`src/rtl/dmem_imem_arbiter_pkg.sv`:
```
// Shared RV32I type definitions: load/store funct3 encodings and the
// memory-port arbiter state type.
package rv32i_types;

   typedef enum logic [2:0] {
      SB = 3'b000,
      SH = 3'b001,
      SW = 3'b010
   } store_funct3_t;

   typedef enum logic [2:0] {
      LB  = 3'b000,
      LH  = 3'b001,
      LW  = 3'b010,
      LBU = 3'b100,
      LHU = 3'b101
   } load_funct3_t;

   typedef enum logic [1:0] {
      IDLE,
      I_BUSY,
      D_BUSY
   } arb_state_t;

endpackage

```
`src/rtl/dmem_imem_arbiter.sv`:
```
// Arbitrates the single memory port between instruction fetch and the MEM
// stage; data has priority, bounded by a starvation counter for fetch.
module dmem_imem_arbiter
   import rv32i_types::*;
#(
   parameter int unsigned STARVE_LIMIT = 4
) (
   input  logic        clk,
   input  logic        rst,
   input  logic        i_read,
   input  logic [31:0] i_address,
   output logic [31:0] i_rdata,
   output logic        i_resp,
   input  logic        d_read,
   input  logic        d_write,
   input  logic [31:0] d_address,
   input  logic [31:0] d_wdata,
   input  logic [3:0]  d_byte_enable,
   output logic [31:0] d_rdata,
   output logic        d_resp,
   output logic        mem_read,
   output logic        mem_write,
   output logic [31:0] mem_address,
   output logic [31:0] mem_wdata,
   output logic [3:0]  mem_byte_enable,
   input  logic [31:0] mem_rdata,
   input  logic        mem_resp
);

   localparam logic [3:0] LIMIT = 4'(STARVE_LIMIT);

   arb_state_t  state, state_nx;
   logic [3:0]  starve_cnt, starve_nx;
   logic        mem_read_nx, mem_write_nx;
   logic [31:0] mem_address_nx, mem_wdata_nx;
   logic [3:0]  mem_byte_enable_nx;
   logic        d_req, d_win;

   always_comb begin
      state_nx           = state;
      starve_nx          = starve_cnt;
      mem_read_nx        = mem_read;
      mem_write_nx       = mem_write;
      mem_address_nx     = mem_address;
      mem_wdata_nx       = mem_wdata;
      mem_byte_enable_nx = mem_byte_enable;
      d_req              = d_read | d_write;
      d_win              = d_req && (!i_read || (starve_cnt < LIMIT));

      case (state)
         IDLE: begin
            if (d_win) begin
               state_nx           = D_BUSY;
               mem_write_nx       = d_write;
               mem_read_nx        = d_read & ~d_write;
               mem_address_nx     = d_address;
               mem_wdata_nx       = d_wdata;
               mem_byte_enable_nx = d_write ? d_byte_enable : '1;
               // Only grants that overtake a waiting fetch count toward starvation.
               if (!i_read)
                  starve_nx = '0;
               else if (starve_cnt != 4'hF)
                  starve_nx = starve_cnt + 4'd1;
            end else if (i_read) begin
               state_nx           = I_BUSY;
               mem_read_nx        = 1'b1;
               mem_write_nx       = 1'b0;
               mem_address_nx     = i_address;
               mem_wdata_nx       = '0;
               mem_byte_enable_nx = '1;
               starve_nx          = '0;
            end
         end
         I_BUSY, D_BUSY: begin
            if (mem_resp) begin
               state_nx     = IDLE;
               mem_read_nx  = 1'b0;
               mem_write_nx = 1'b0;
            end
         end
         default: state_nx = IDLE;
      endcase
   end

   always_ff @(posedge clk) begin
      if (rst) begin
         state           <= IDLE;
         starve_cnt      <= '0;
         mem_read        <= 1'b0;
         mem_write       <= 1'b0;
         mem_address     <= '0;
         mem_wdata       <= '0;
         mem_byte_enable <= '0;
      end else begin
         state           <= state_nx;
         starve_cnt      <= starve_nx;
         mem_read        <= mem_read_nx;
         mem_write       <= mem_write_nx;
         mem_address     <= mem_address_nx;
         mem_wdata       <= mem_wdata_nx;
         mem_byte_enable <= mem_byte_enable_nx;
      end
   end

   assign i_resp  = (state == I_BUSY) && mem_resp;
   assign d_resp  = (state == D_BUSY) && mem_resp;
   assign i_rdata = i_resp ? mem_rdata : '0;
   assign d_rdata = d_resp ? mem_rdata : '0;

endmodule

```
`config.mk`:
```
export PLATFORM = sky130hd
export DESIGN_NAME = dmem_imem_arbiter
export DESIGN_NICKNAME = d
export VERILOG_FILES = /design/src/rtl/dmem_imem_arbiter_pkg.sv /design/src/rtl/dmem_imem_arbiter.sv
export SDC_FILE = /design/constraint.sdc
export NUM_CORES = 1
export LEC_CHECK = 0
export CAP_MARGIN = 0
export CORE_ASPECT_RATIO = 0.9
export CORE_MARGIN = 3
export CORE_UTILIZATION = 35
export CTS_BUF_LIST = sky130_fd_sc_hd__clkbuf_16
export DETAILED_ROUTE_END_ITERATION = 16
export GPL_TIMING_DRIVEN = 0
export PLACE_DENSITY = 0.94
export RECOVER_POWER = 50
export SETUP_SLACK_MARGIN = 0.15
export SLEW_MARGIN = 0
export SYNTH_ARGS = -nofsm -noshare
export SYNTH_HDL_FRONTEND = slang
export SYNTH_SLANG_ARGS = --single-unit
```
`constraint.sdc`:
```
create_clock -name clk -period 1.7 [get_ports clk]
set_input_delay 0.34 -clock clk [delete_from_list [all_inputs] [get_ports clk]]
set_output_delay 0.34 -clock clk [all_outputs]
set_load 0.01 [all_outputs]
```
# Word-level counts from Yosys, hierarchy flattened
# Cells that the tools add are included.
[totals]
ff_bits = 76
inputBits = 138
output_inout_bits = 136
elab_cells = 55
[classes]
addsub = 1
order_cmp = 1
n_eq_ne = 6
muxes = 24
bitwise = 3
reduce_logical = 13
[ops]
columns = ["operator", "count"]
rows = [
  ["$mux 32", 6],
  ["$mux 4", 7],
  ["$mux 2", 3],
  ["$reduce_and 3->1", 2],
  ["$mux 1", 5],
  ["$add 4x1->4 const B", 1],
  ["$lt 4x3->1 const B", 1],
  ["$ne 4x4->1 const B", 1],
  ["$pmux 1 s2", 2],
  ["$pmux 2 s2", 1],
  ["$reduce_and 2->1", 2],
  ["$reduce_bool 2->1", 2],
  ["$logic_and 1x1->1", 3],
  ["$ne 3x2->1 const B", 1],
  ["$ne 3x3->1 const B", 1],
  ["$eq 2x1->1 const B", 1],
  ["$eq 2x2->1 const B", 1],
  ["$logic_not 2->1", 1],
  ["$ne 2x2->1 const B", 1],
  ["$reduce_or 2->1", 1],
  ["$and 1x1->1", 1],
  ["$logic_not 1->1", 1],
  ["$logic_or 1x1->1", 1],
  ["$not 1->1", 1],
  ["$or 1x1->1", 1],
]

# Logic depth before layout (Yosys ltp)
# Gate-level depths: netlist of the first run.
[depth]
ltp_word = 5
depth_mapped = 8
ltp_nobuf = 5

# Least setup slack after synthesis of the first run
# OpenSTA, ideal clock, no wires.
[synth_timing]
kind = "reg-to-reg"
startpoint = "register state[0]"
endpoint = "register mem_address[17]"
setup_time_ns = 0.122
t_arrival_ns = 1.433
t_required_ns = 1.578
setup_slack_ns = 0.145
stages_incl_launch_ff = 8
n_path_buf = 2
period_less_slack_ns = 1.555
cell_sequence = "dfxtp_1 -> inv_1 -> ha_1 -> o21a_1 -> buf_6 -> buf_6 -> and4_1 -> a221o_1"
[synth_between]
elab_chain_cells = 2
[synth_lines]
columns = ["item", "line_no", "text"]
rows = [
  ["start, declared", "dmem_imem_arbiter.sv:32", "arb_state_t state, state_nx;"],
  ["start signal, assigned", "dmem_imem_arbiter.sv:95", "state <= state_nx;"],
  ["$logic_not 2->1", "dmem_imem_arbiter.sv:50", "case (state)"],
  ["$reduce_and 2->1 (no line)", "--", ""],
  ["end signal, assigned", "dmem_imem_arbiter.sv:99", "mem_address <= mem_address_nx;"],
  ["end, declared", "dmem_imem_arbiter.sv:23", "output logic [31:0] mem_address,"],
]
# No other way between the ends.
# A chain may end at the register's enable or synchronous reset.

# Worst setup path in the final report of the first run
[layout_timing]
startpoint = "register state[1]"
endpoint = "output port i_rdata[7]"
[layout_between]
elab_chain_cells = 3
[layout_lines]
columns = ["item", "line_no", "text"]
rows = [
  ["$eq 2x1->1", "dmem_imem_arbiter.sv:105", "assign i_resp = (state == I_BUSY) && mem_resp;"],
  ["$logic_and 1x1->1", "dmem_imem_arbiter.sv:105", ""],
  ["$mux 32", "dmem_imem_arbiter.sv:107", "assign i_rdata = i_resp ? mem_rdata : '0;"],
  ["end, declared", "dmem_imem_arbiter.sv:12", "output logic [31:0] i_rdata,"],
]
# No other way between the ends.

==> impl_results.html, run 1 <==
<table>
<tr><th>Metric</th><th>Value</th></tr>
<tr><th colspan="2">Outcome</th></tr>
<tr><td>Result of the run</td><td>finished, violations left</td></tr>
<tr><td>Violated checks</td><td>negative setup slack</td></tr>
<tr><th colspan="2">Routing</th></tr>
<tr><td>Average wire per cell in the routed design</td><td>19.8 um</td></tr>
<tr><td>Total via count after detailed routing</td><td>about 4,500</td></tr>
<tr><td>Iter 0 DRT Violations</td><td>a little under 300</td></tr>
<tr><td>Remaining DRCs</td><td>0</td></tr>
<tr><td>Mean number of vias per cell</td><td>roughly 5.5</td></tr>
<tr><td>1st-pass router iterations</td><td>7</td></tr>
<tr><td>Total wire length</td><td>~16,000 um</td></tr>
<tr><td>Antenna violation net count after detailed routing</td><td>0</td></tr>
<tr><th colspan="2">Clock tree</th></tr>
<tr><td>Maximum clock path buffer count</td><td>2</td></tr>
<tr><td>H-tree depth reported by CTS</td><td>3</td></tr>
<tr><td>CTS tree</td><td>done</td></tr>
<tr><td>TritonCTS buffer count</td><td>9</td></tr>
<tr><td>Reg clk slew, reported paths</td><td>0.06 ns</td></tr>
<tr><td>Number of buffers inserted by hold repair at cts</td><td>0</td></tr>
<tr><td>Root cell of the clock tree</td><td>sky130_fd_sc_hd__clkbuf_16</td></tr>
<tr><td>Number of sinks driven by the clock tree</td><td>between 70 and 80</td></tr>
<tr><td>Clock latency on the worst-skew pair</td><td>between 0.3 and 0.4 ns</td></tr>
<tr><th colspan="2">Job</th></tr>
<tr><td>Count of max-cap constraint violations</td><td>0</td></tr>
<tr><th colspan="2">Setup path</th></tr>
<tr><td>WP data required</td><td>1.36 ns</td></tr>
<tr><td>CP Max Fanout</td><td>7</td></tr>
<tr><td>Crit Path Class</td><td>flop to output pin</td></tr>
<tr><td>Kind of capture point of the worst setup path</td><td>output pin</td></tr>
<tr><td>Signal arrival time at the worst endpoint</td><td>1.45 ns</td></tr>
<tr><td>Startpoint kind of the worst setup timing path</td><td>flop</td></tr>
<tr><th colspan="2">Logic synthesis</th></tr>
<tr><td>Most frequent cells after synthesis</td><td>sky130_fd_sc_hd__dfxtp_1 (76), sky130_fd_sc_hd__and3_1 (65), sky130_fd_sc_hd__nor2_1 (35)</td></tr>
<tr><td>Number of enable-type register cells in the synthesized netlist</td><td>0</td></tr>
<tr><td>Cell with the most instances after synthesis</td><td>sky130_fd_sc_hd__dfxtp_1</td></tr>
<tr><td>Share of the yosys chip area belonging to registers</td><td>between 40% and 50%</td></tr>
<tr><td>Ranking of synthesized cells by area</td><td>sky130_fd_sc_hd__dfxtp_1 (41%), sky130_fd_sc_hd__and3_1 (11%), sky130_fd_sc_hd__a221o_1 (8.5%), sky130_fd_sc_hd__a32oi_1 (7.5%), sky130_fd_sc_hd__and4_1 (6.1%)</td></tr>
<tr><td>Asr flop ratio synth</td><td>0%</td></tr>
<tr><td>Ys Warns</td><td>0</td></tr>
<tr><td>Count of distinct cell types in the synthesized netlist</td><td>36</td></tr>
<tr><td>Most used DFF post-synth</td><td>sky130_fd_sc_hd__dfxtp_1</td></tr>
<tr><td>Post-synthesis instance area</td><td>about 3800 um^2</td></tr>
<tr><td>Synthesized netlist cell count</td><td>between 400 and 500</td></tr>
<tr><td>Largest area contributor in the synthesized netlist</td><td>sky130_fd_sc_hd__dfxtp_1</td></tr>
<tr><td>Post-Synthesis Mean Instance Area</td><td>around 9.4 um^2</td></tr>
<tr><td>Yosys top cell area share</td><td>between 40% and 50%</td></tr>
<tr><td>Post-Synthesis Net Count</td><td>about 540</td></tr>
<tr><td>Number of synthesized register bits</td><td>76</td></tr>
<tr><th colspan="2">Hold path</th></tr>
<tr><td>Path type of the worst min-delay path</td><td>input pin to flop</td></tr>
<tr><th colspan="2">Die</th></tr>
<tr><td>Die outline width</td><td>around 120 um</td></tr>
<tr><td>Die Area</td><td>12,000 um^2</td></tr>
<tr><td>I/O Pins</td><td>around 270</td></tr>
<tr><td>FP Rows</td><td>35</td></tr>
<tr><td>CORE AREA</td><td>10,300 um^2</td></tr>
<tr><td>Initial Utilization</td><td>a little over a third</td></tr>
<tr><td>Height of the die</td><td>about 100 um</td></tr>
<tr><th colspan="2">Timing</th></tr>
<tr><td>Unrepaired setup endpoints after global routing</td><td>true</td></tr>
<tr><td>Ratio of final minimum period to clock period</td><td>105%</td></tr>
<tr><td>Fin crit period</td><td>1.79 ns</td></tr>
<tr><td>Final worst setup slack</td><td>-0.0862 ns</td></tr>
<tr><td>Max-slew violation count</td><td>0</td></tr>
<tr><td>Actual slew at the worst max-slew pin</td><td>0.472 ns</td></tr>
<tr><td>Max_slew headroom</td><td>approximately 69%</td></tr>
<tr><td>Maximum frequency from static timing analysis</td><td>around 0.56 GHz</td></tr>
<tr><td>Worst-case hold slack</td><td>about 0.35 ns</td></tr>
<tr><td>Clk_skew</td><td>between 0.007 and 0.008 ns</td></tr>
<tr><td>Setup-violating endpoint count in the final report</td><td>64</td></tr>
<tr><td>Total count of hold-check failures in the final report</td><td>0</td></tr>
<tr><th colspan="2">Global route</th></tr>
<tr><td>Via count of the first global-routing pass</td><td>4,673</td></tr>
<tr><td>Grt peak-use layer</td><td>met2</td></tr>
<tr><td>Congestion Overflow GR</td><td>0</td></tr>
<tr><td>Met3 usage in global routing</td><td>approximately 7%</td></tr>
<tr><td>Met2 GRT Util</td><td>around 44%</td></tr>
<tr><td>Global-route wire length before repair</td><td>24,700 um</td></tr>
<tr><td>Initial antenna violation count</td><td>0</td></tr>
<tr><td>Met1 global-route usage</td><td>29.3%</td></tr>
<tr><td>Total global routing track utilization</td><td>between 20% and 30%</td></tr>
<tr><td>Pin count of the biggest net entering global routing</td><td>15</td></tr>
<tr><th colspan="2">Layout</th></tr>
<tr><td>Antenna fix cells</td><td>0</td></tr>
<tr><td>Share of final-layout standard cells stronger than drive strength 1</td><td>26.8%</td></tr>
<tr><td>Layout overhead on the synthesized area</td><td>91.7%</td></tr>
<tr><td>Final #Nets</td><td>between 800 and 900</td></tr>
<tr><td>Final cell area excluding filler cells</td><td>slightly above 7000 um^2</td></tr>
<tr><td>Fill cell count</td><td>~790</td></tr>
<tr><th colspan="2">Power and ir drop</th></tr>
<tr><td>Pwr per Cell Area</td><td>between 700 and 800 nW/um^2</td></tr>
<tr><td>Power consumption</td><td>roughly 5.7 mW</td></tr>
<tr><td>Leakage</td><td>about 3.3 nW</td></tr>
<tr><td>Worst vdd ir</td><td>between 0.5 and 0.6 mV</td></tr>
<tr><th colspan="2">Placement</th></tr>
<tr><td>Placed cell areas</td><td>6630 um^2</td></tr>
<tr><td>Sum of net half-perimeters after detailed placement</td><td>~12,000 um</td></tr>
<tr><td>Port Buffer Count</td><td>between 200 and 300</td></tr>
<tr><td>RePlAce Congestion</td><td>a little under 1</td></tr>
</table>
-- placed cells by master, fill, tap and decap left out, drive strengths merged --
cell type        n
ha               4
inv              6
and4            32
a211o            1
or4              2
nand3            2
o31ai            3
or2              2
nor2b           33
nand2            4
o311ai           1
a21oi            6
nor4b            1
a211oi           1
o21a             3
nor2            36
o21ai            2
and2             2
bufinv           2
o221a            4
a31oi            1
clkdlybuf4s25    9
clkdlybuf4s15    1
clkdlybuf4s50  132
nor3             1
clkbuf          32
clkinv           2
dfxtp           76
o31a             1
dlygate4sd2     63
and3            65
a32oi           32
buf            100
a221o           32
nand2b           1
-- stage by stage --
| stage | TNS (ns) | instances | utilization, % | worst slack [ns] |
|---|---|---|---|---|
| 2_1_floorplan | 0 | 401 | - | 0.198 |
| 3_3_place_gp | -67.61 | 801 | 64.2 | -0.906 |
| 3_5_place_dp | -71.51 | 801 | 64.2 | -0.943 |
| 4_1_cts | -1.41 | 822 | 66.6 | -0.0573 |
| 5_1_grt | -7.29 | 824 | 69.6 | -0.135 |
| 6_report | -3.03 | 824 | 69.6 | -0.0862 |
-- layout make-up --
cell class              instances  area (um^2)  area share (%)
clock buffers                   9          225            3.13
clock inverters                 7         98.8            1.37
plain buffers                  50          367            5.10
flip-flops and latches         76         1530            21.3
repair buffers                278         2600            36.1
inverters                       3         16.3           0.226
well taps                     129          161            2.24
multi-input cells             272         2200            30.6
-- sequential cells by signal (all words and copies together) (netlist names) --
name / count
mem_byte_enable: 4
mem_write: 1
mem_read: 1
mem_address: 32
state: 2
starve_cnt: 4
mem_wdata: 32
-- where the power goes --
group          switching [mW]  leakage, nW  internal (mW)
registers              0.0970        0.629           1.95
clock network           0.782        0.162           1.30
logic                   0.693         2.52          0.876
-- metal layers --
layer  vias to the layer above  wire, um
li1                       2122         -
met1                      2137      6210
met2                       213      8360
met3                        39      1250
met4                         0       489
met5                         -         0
-- what timing repair did --
| item | CTS | global route |
|---|---|---|
| gates cloned | 3 | 2 |
| setup endpoints to repair | 197 | 141 |
| pin swaps | 3 | 0 |
| setup buffers | 2 | 0 |
| resized for setup | 410 | 63 |
-- logic make-up (layout without fill, tap and decap cells) --
group                    after synthesis  after routing  share of synthesized area [%]
AO/OA/AOI/OAI                         87             87                           20.7
AND/OR/NAND/NOR                      181            181                           30.3
buffers and inverters                 53            347                           7.20
adder cells (fa/ha/maj)                4              4                           1.33
flip-flops                            76             76                           40.5
-- critical path: stages (launching register included) --
cell and delay [ns]:
sky130_fd_sc_hd__dfxtp_4 0.37, sky130_fd_sc_hd__inv_4 0.07, sky130_fd_sc_hd__ha_4 0.23, sky130_fd_sc_hd__clkbuf_16 0.17
sky130_fd_sc_hd__and3_4 0.18, sky130_fd_sc_hd__buf_6 0.10
-- final timing paths --
path	start	end	slack [ns]	cells after the start
worst max-delay path	state[1]	i_rdata[7]	-0.09	5
worst min-delay path	d_write	mem_read	0.35	3
worst max register to register	state[0]	mem_address[17]	0	7
worst min register to register	starve_cnt[1]	starve_cnt[1]	0.47	2
Note: power is estimated with default switching activity, not from simulation.
==> inputs of run 2 (changes only) <==
- ABC_CLOCK_PERIOD_IN_PS: default -> 1700
- CORE_UTILIZATION: 35 -> 36
- CTS_BUF_LIST: sky130_fd_sc_hd__clkbuf_16 -> sky130_fd_sc_hd__clkbuf_2
- PLACE_DENSITY: 0.94 -> 0.95
==> run 2 against run 1 <==
The run still ends with negative setup slack left. Register-to-register slack worse by 0.06 ns. Combinational power is 29% higher. Total power fell by 9.5%. Worst hold slack lost 0.17 ns. Via count up 6.5%. Setup slack got worse by 0.25 ns. Clock power fell by 50%. Die area shrank 2.6%. Fmax fell by 12%. Count of clock-buffer cells in the layout unchanged. Sequential share of layout area shrank 0.25 points. Design area up 6.3%. Critical path type unchanged. Critical endpoint is now d_rdata[14].
==> impl_results.html, run 2 (synthesis results as in run 1) <==
<table>
<tr><th>Metric</th><th>Value</th></tr>
<tr><th colspan="2">Outcome</th></tr>
<tr><td>Result of the run</td><td>finished, violations left</td></tr>
<tr><td>Violated checks</td><td>negative setup slack</td></tr>
<tr><th colspan="2">Setup path</th></tr>
<tr><td>Count of cells along the worst register-to-register path</td><td>10</td></tr>
<tr><td>Crit Path Class</td><td>flop to output pin</td></tr>
<tr><td>CP Max Fanout</td><td>10</td></tr>
<tr><td>Kind of capture point of the worst setup path</td><td>output pin</td></tr>
<tr><td>Startpoint kind of the worst setup timing path</td><td>flop</td></tr>
<tr><td>WP data required</td><td>around 1.4 ns</td></tr>
<tr><td>Signal arrival time at the worst endpoint</td><td>approximately 1.7 ns</td></tr>
<tr><th colspan="2">Hold path</th></tr>
<tr><td>Path type of the worst min-delay path</td><td>input pin to flop</td></tr>
<tr><td>Hold path depth</td><td>3</td></tr>
<tr><th colspan="2">Clock tree</th></tr>
<tr><td>Maximum clock path buffer count</td><td>2</td></tr>
<tr><td>CTS tree</td><td>done</td></tr>
<tr><td>Number of sinks driven by the clock tree</td><td>76</td></tr>
<tr><td>TritonCTS buffer count</td><td>9</td></tr>
<tr><td>H-tree depth reported by CTS</td><td>3</td></tr>
<tr><td>Root cell of the clock tree</td><td>sky130_fd_sc_hd__clkbuf_2</td></tr>
<tr><td>Reg clk slew, reported paths</td><td>between 0.2 and 0.25 ns</td></tr>
<tr><td>Clock latency on the worst-skew pair</td><td>0.51 ns</td></tr>
<tr><th colspan="2">Global route</th></tr>
<tr><td>Congestion Overflow GR</td><td>0</td></tr>
<tr><td>Total global routing track utilization</td><td>27.3%</td></tr>
<tr><td>Via count of the first global-routing pass</td><td>approximately 4,800</td></tr>
<tr><td>Global-route wire length before repair</td><td>25,300 um</td></tr>
<tr><td>Pin count of the biggest net entering global routing</td><td>15</td></tr>
<tr><td>Initial antenna violation count</td><td>0</td></tr>
<tr><th colspan="2">Routing</th></tr>
<tr><td>1st-pass router iterations</td><td>4</td></tr>
<tr><td>Iter 0 DRT Violations</td><td>247</td></tr>
<tr><td>Average wire per cell in the routed design</td><td>20.4 um</td></tr>
<tr><td>Total wire length</td><td>between 15,000 and 20,000 um</td></tr>
<tr><td>Mean number of vias per cell</td><td>between 5 and 6</td></tr>
<tr><td>Total via count after detailed routing</td><td>around 4,800</td></tr>
<tr><td>Remaining DRCs</td><td>0</td></tr>
<tr><td>Antenna violation net count after detailed routing</td><td>0</td></tr>
<tr><th colspan="2">Die</th></tr>
<tr><td>CORE AREA</td><td>slightly below 10,000 um^2</td></tr>
<tr><td>Die Area</td><td>~12,000 um^2</td></tr>
<tr><td>Die outline width</td><td>114 um</td></tr>
<tr><td>Height of the die</td><td>around 100 um</td></tr>
<tr><td>I/O Pins</td><td>roughly 270</td></tr>
<tr><td>Initial Utilization</td><td>between 30% and 40%</td></tr>
<tr><td>FP Rows</td><td>34</td></tr>
<tr><th colspan="2">Timing</th></tr>
<tr><td>Max-slew violation count</td><td>0</td></tr>
<tr><td>Maximum frequency from static timing analysis</td><td>around 0.49 GHz</td></tr>
<tr><td>Final worst setup slack</td><td>-0.338 ns</td></tr>
<tr><td>Actual slew at the worst max-slew pin</td><td>approximately 0.69 ns</td></tr>
<tr><td>Unrepaired setup endpoints after global routing</td><td>true</td></tr>
<tr><td>Max_slew headroom</td><td>between 50% and 60%</td></tr>
<tr><td>Clk_skew</td><td>between 0.015 and 0.02 ns</td></tr>
<tr><td>Setup-violating endpoint count in the final report</td><td>slightly above 80</td></tr>
<tr><td>Total count of hold-check failures in the final report</td><td>0</td></tr>
<tr><td>Ratio of final minimum period to clock period</td><td>120%</td></tr>
<tr><td>Fin crit period</td><td>roughly 2.0 ns</td></tr>
<tr><th colspan="2">Layout</th></tr>
<tr><td>Antenna fix cells</td><td>0</td></tr>
<tr><td>Final #Nets</td><td>~900</td></tr>
<tr><td>Share of final-layout standard cells stronger than drive strength 1</td><td>between 50% and 60%</td></tr>
<tr><td>Layout overhead on the synthesized area</td><td>104%</td></tr>
<tr><td>Storage cell area</td><td>1610 um^2</td></tr>
<tr><td>Most frequent cells in the layout</td><td>sky130_fd_sc_hd__clkdlybuf4s50_1 (134), sky130_fd_sc_hd__buf_6 (69), sky130_fd_sc_hd__dfxtp_2 (64)</td></tr>
<tr><td>Fill cell count</td><td>roughly 660</td></tr>
<tr><td>Final Core Density</td><td>77.1%</td></tr>
<tr><td>Regs by FF count</td><td>mem_address: 32 flops, mem_wdata: 32 flops</td></tr>
<tr><td>Area of the multi-input gates</td><td>2410 um^2</td></tr>
<tr><td>Final cell area excluding filler cells</td><td>around 7600 um^2</td></tr>
<tr><td>Leading cell type in the layout, fill and taps excluded</td><td>sky130_fd_sc_hd__clkdlybuf4s50_1</td></tr>
<tr><th colspan="2">Placement</th></tr>
<tr><td>Worst setup slack before clock tree synthesis</td><td>-0.955 ns</td></tr>
<tr><td>Port Buffer Count</td><td>about 270</td></tr>
<tr><td>RePlAce Congestion</td><td>between 0.8 and 0.9</td></tr>
<tr><td>Sum of net half-perimeters after detailed placement</td><td>11,900 um</td></tr>
<tr><td>Placed cell areas</td><td>roughly 6600 um^2</td></tr>
<tr><th colspan="2">Power and ir drop</th></tr>
<tr><td>Leakage</td><td>~3.5 nW</td></tr>
<tr><td>Worst vdd ir</td><td>0.546 mV</td></tr>
<tr><td>Pwr per Cell Area</td><td>slightly below 700 nW/um^2</td></tr>
<tr><td>Power consumption</td><td>5.16 mW</td></tr>
<tr><th colspan="2">Job</th></tr>
<tr><td>Count of max-cap constraint violations</td><td>0</td></tr>
</table>
## run 2: cell count changes in the layout (fill, tap and decap cells not counted), sizes merged
cell	before	now
clkdlybuf4s15	1	9
clkinvlp	0	2
clkbuf	32	76
dlygate4sd2	63	1
buf	100	167
inv	6	5
bufinv	2	1
clkdlybuf4s50	132	134
clkdlybuf4s25	9	0
## run 2: area by class of cell
type                       count  share of cell area [%]
inverter                       3                   0.180
clock inverter                 7                   0.982
sequential                    76                    21.0
timing repair buffer         328                    38.0
multi-input combinational    272                    31.5
tap                          126                    2.06
buffer                        50                    5.71
clock buffer                   9                   0.589
## run 2: per-stage QoR
| stage | TNS (ns) | hold WS, ns | std cells |
|---|---|---|---|
| 2_1_floorplan | 0 | 0.436 | 401 |
| 3_3_place_gp | -66.59 | 0.448 | 798 |
| 3_5_place_dp | -72.14 | 0.457 | 798 |
| 4_1_cts | -20.35 | 0.0709 | 846 |
| 5_1_grt | -27.02 | 0.116 | 871 |
| 6_report | -17.19 | 0.186 | 871 |
## run 2: worst max-delay path, stage by stage (launching register included)
cell,delay (ns)
sky130_fd_sc_hd__dfxtp_2,0.39
sky130_fd_sc_hd__buf_6,0.10
sky130_fd_sc_hd__ha_4,0.22
sky130_fd_sc_hd__buf_8,0.14
sky130_fd_sc_hd__and3_1,0.18
sky130_fd_sc_hd__buf_2,0.15
## run 2: layer usage
| layer | part of all wire [%] | global-route usage (%) |
|---|---|---|
| met1 | 38 | 31.3 |
| met2 | 51 | 48.3 |
| met3 | 8.3 | 9.04 |
| met4 | 2.6 | 8.96 |
| met5 | 0 | 0 |
## run 2: worst paths after layout
path / start / to / slack [ns]
setup reg to reg: state[1] / mem_address[11] / -0.06
hold reg to reg: starve_cnt[1] / starve_cnt[1] / 0.49
hold / removal: d_write / mem_write / 0.19
setup / recovery: state[1] / d_rdata[14] / -0.34
## run 2: repair_timing
| item | in CTS | in global routing |
|---|---|---|
| cloned | 10 | 6 |
| setup buffers | 22 | 19 |
| endpoints found under the setup margin | 202 | 211 |
| hold endpoints to repair | 0 | 0 |
| pin swaps | 51 | 44 |
| resized for setup | 582 | 185 |
| hold buffers | 0 | 0 |
## run 2: power breakdown
| group | internal, mW | switching, mW |
|---|---|---|
| Combinational | 1.18 | 0.852 |
| Sequential | 1.98 | 0.100 |
| Clock | 0.347 | 0.695 |
| Total | 3.51 | 1.65 |
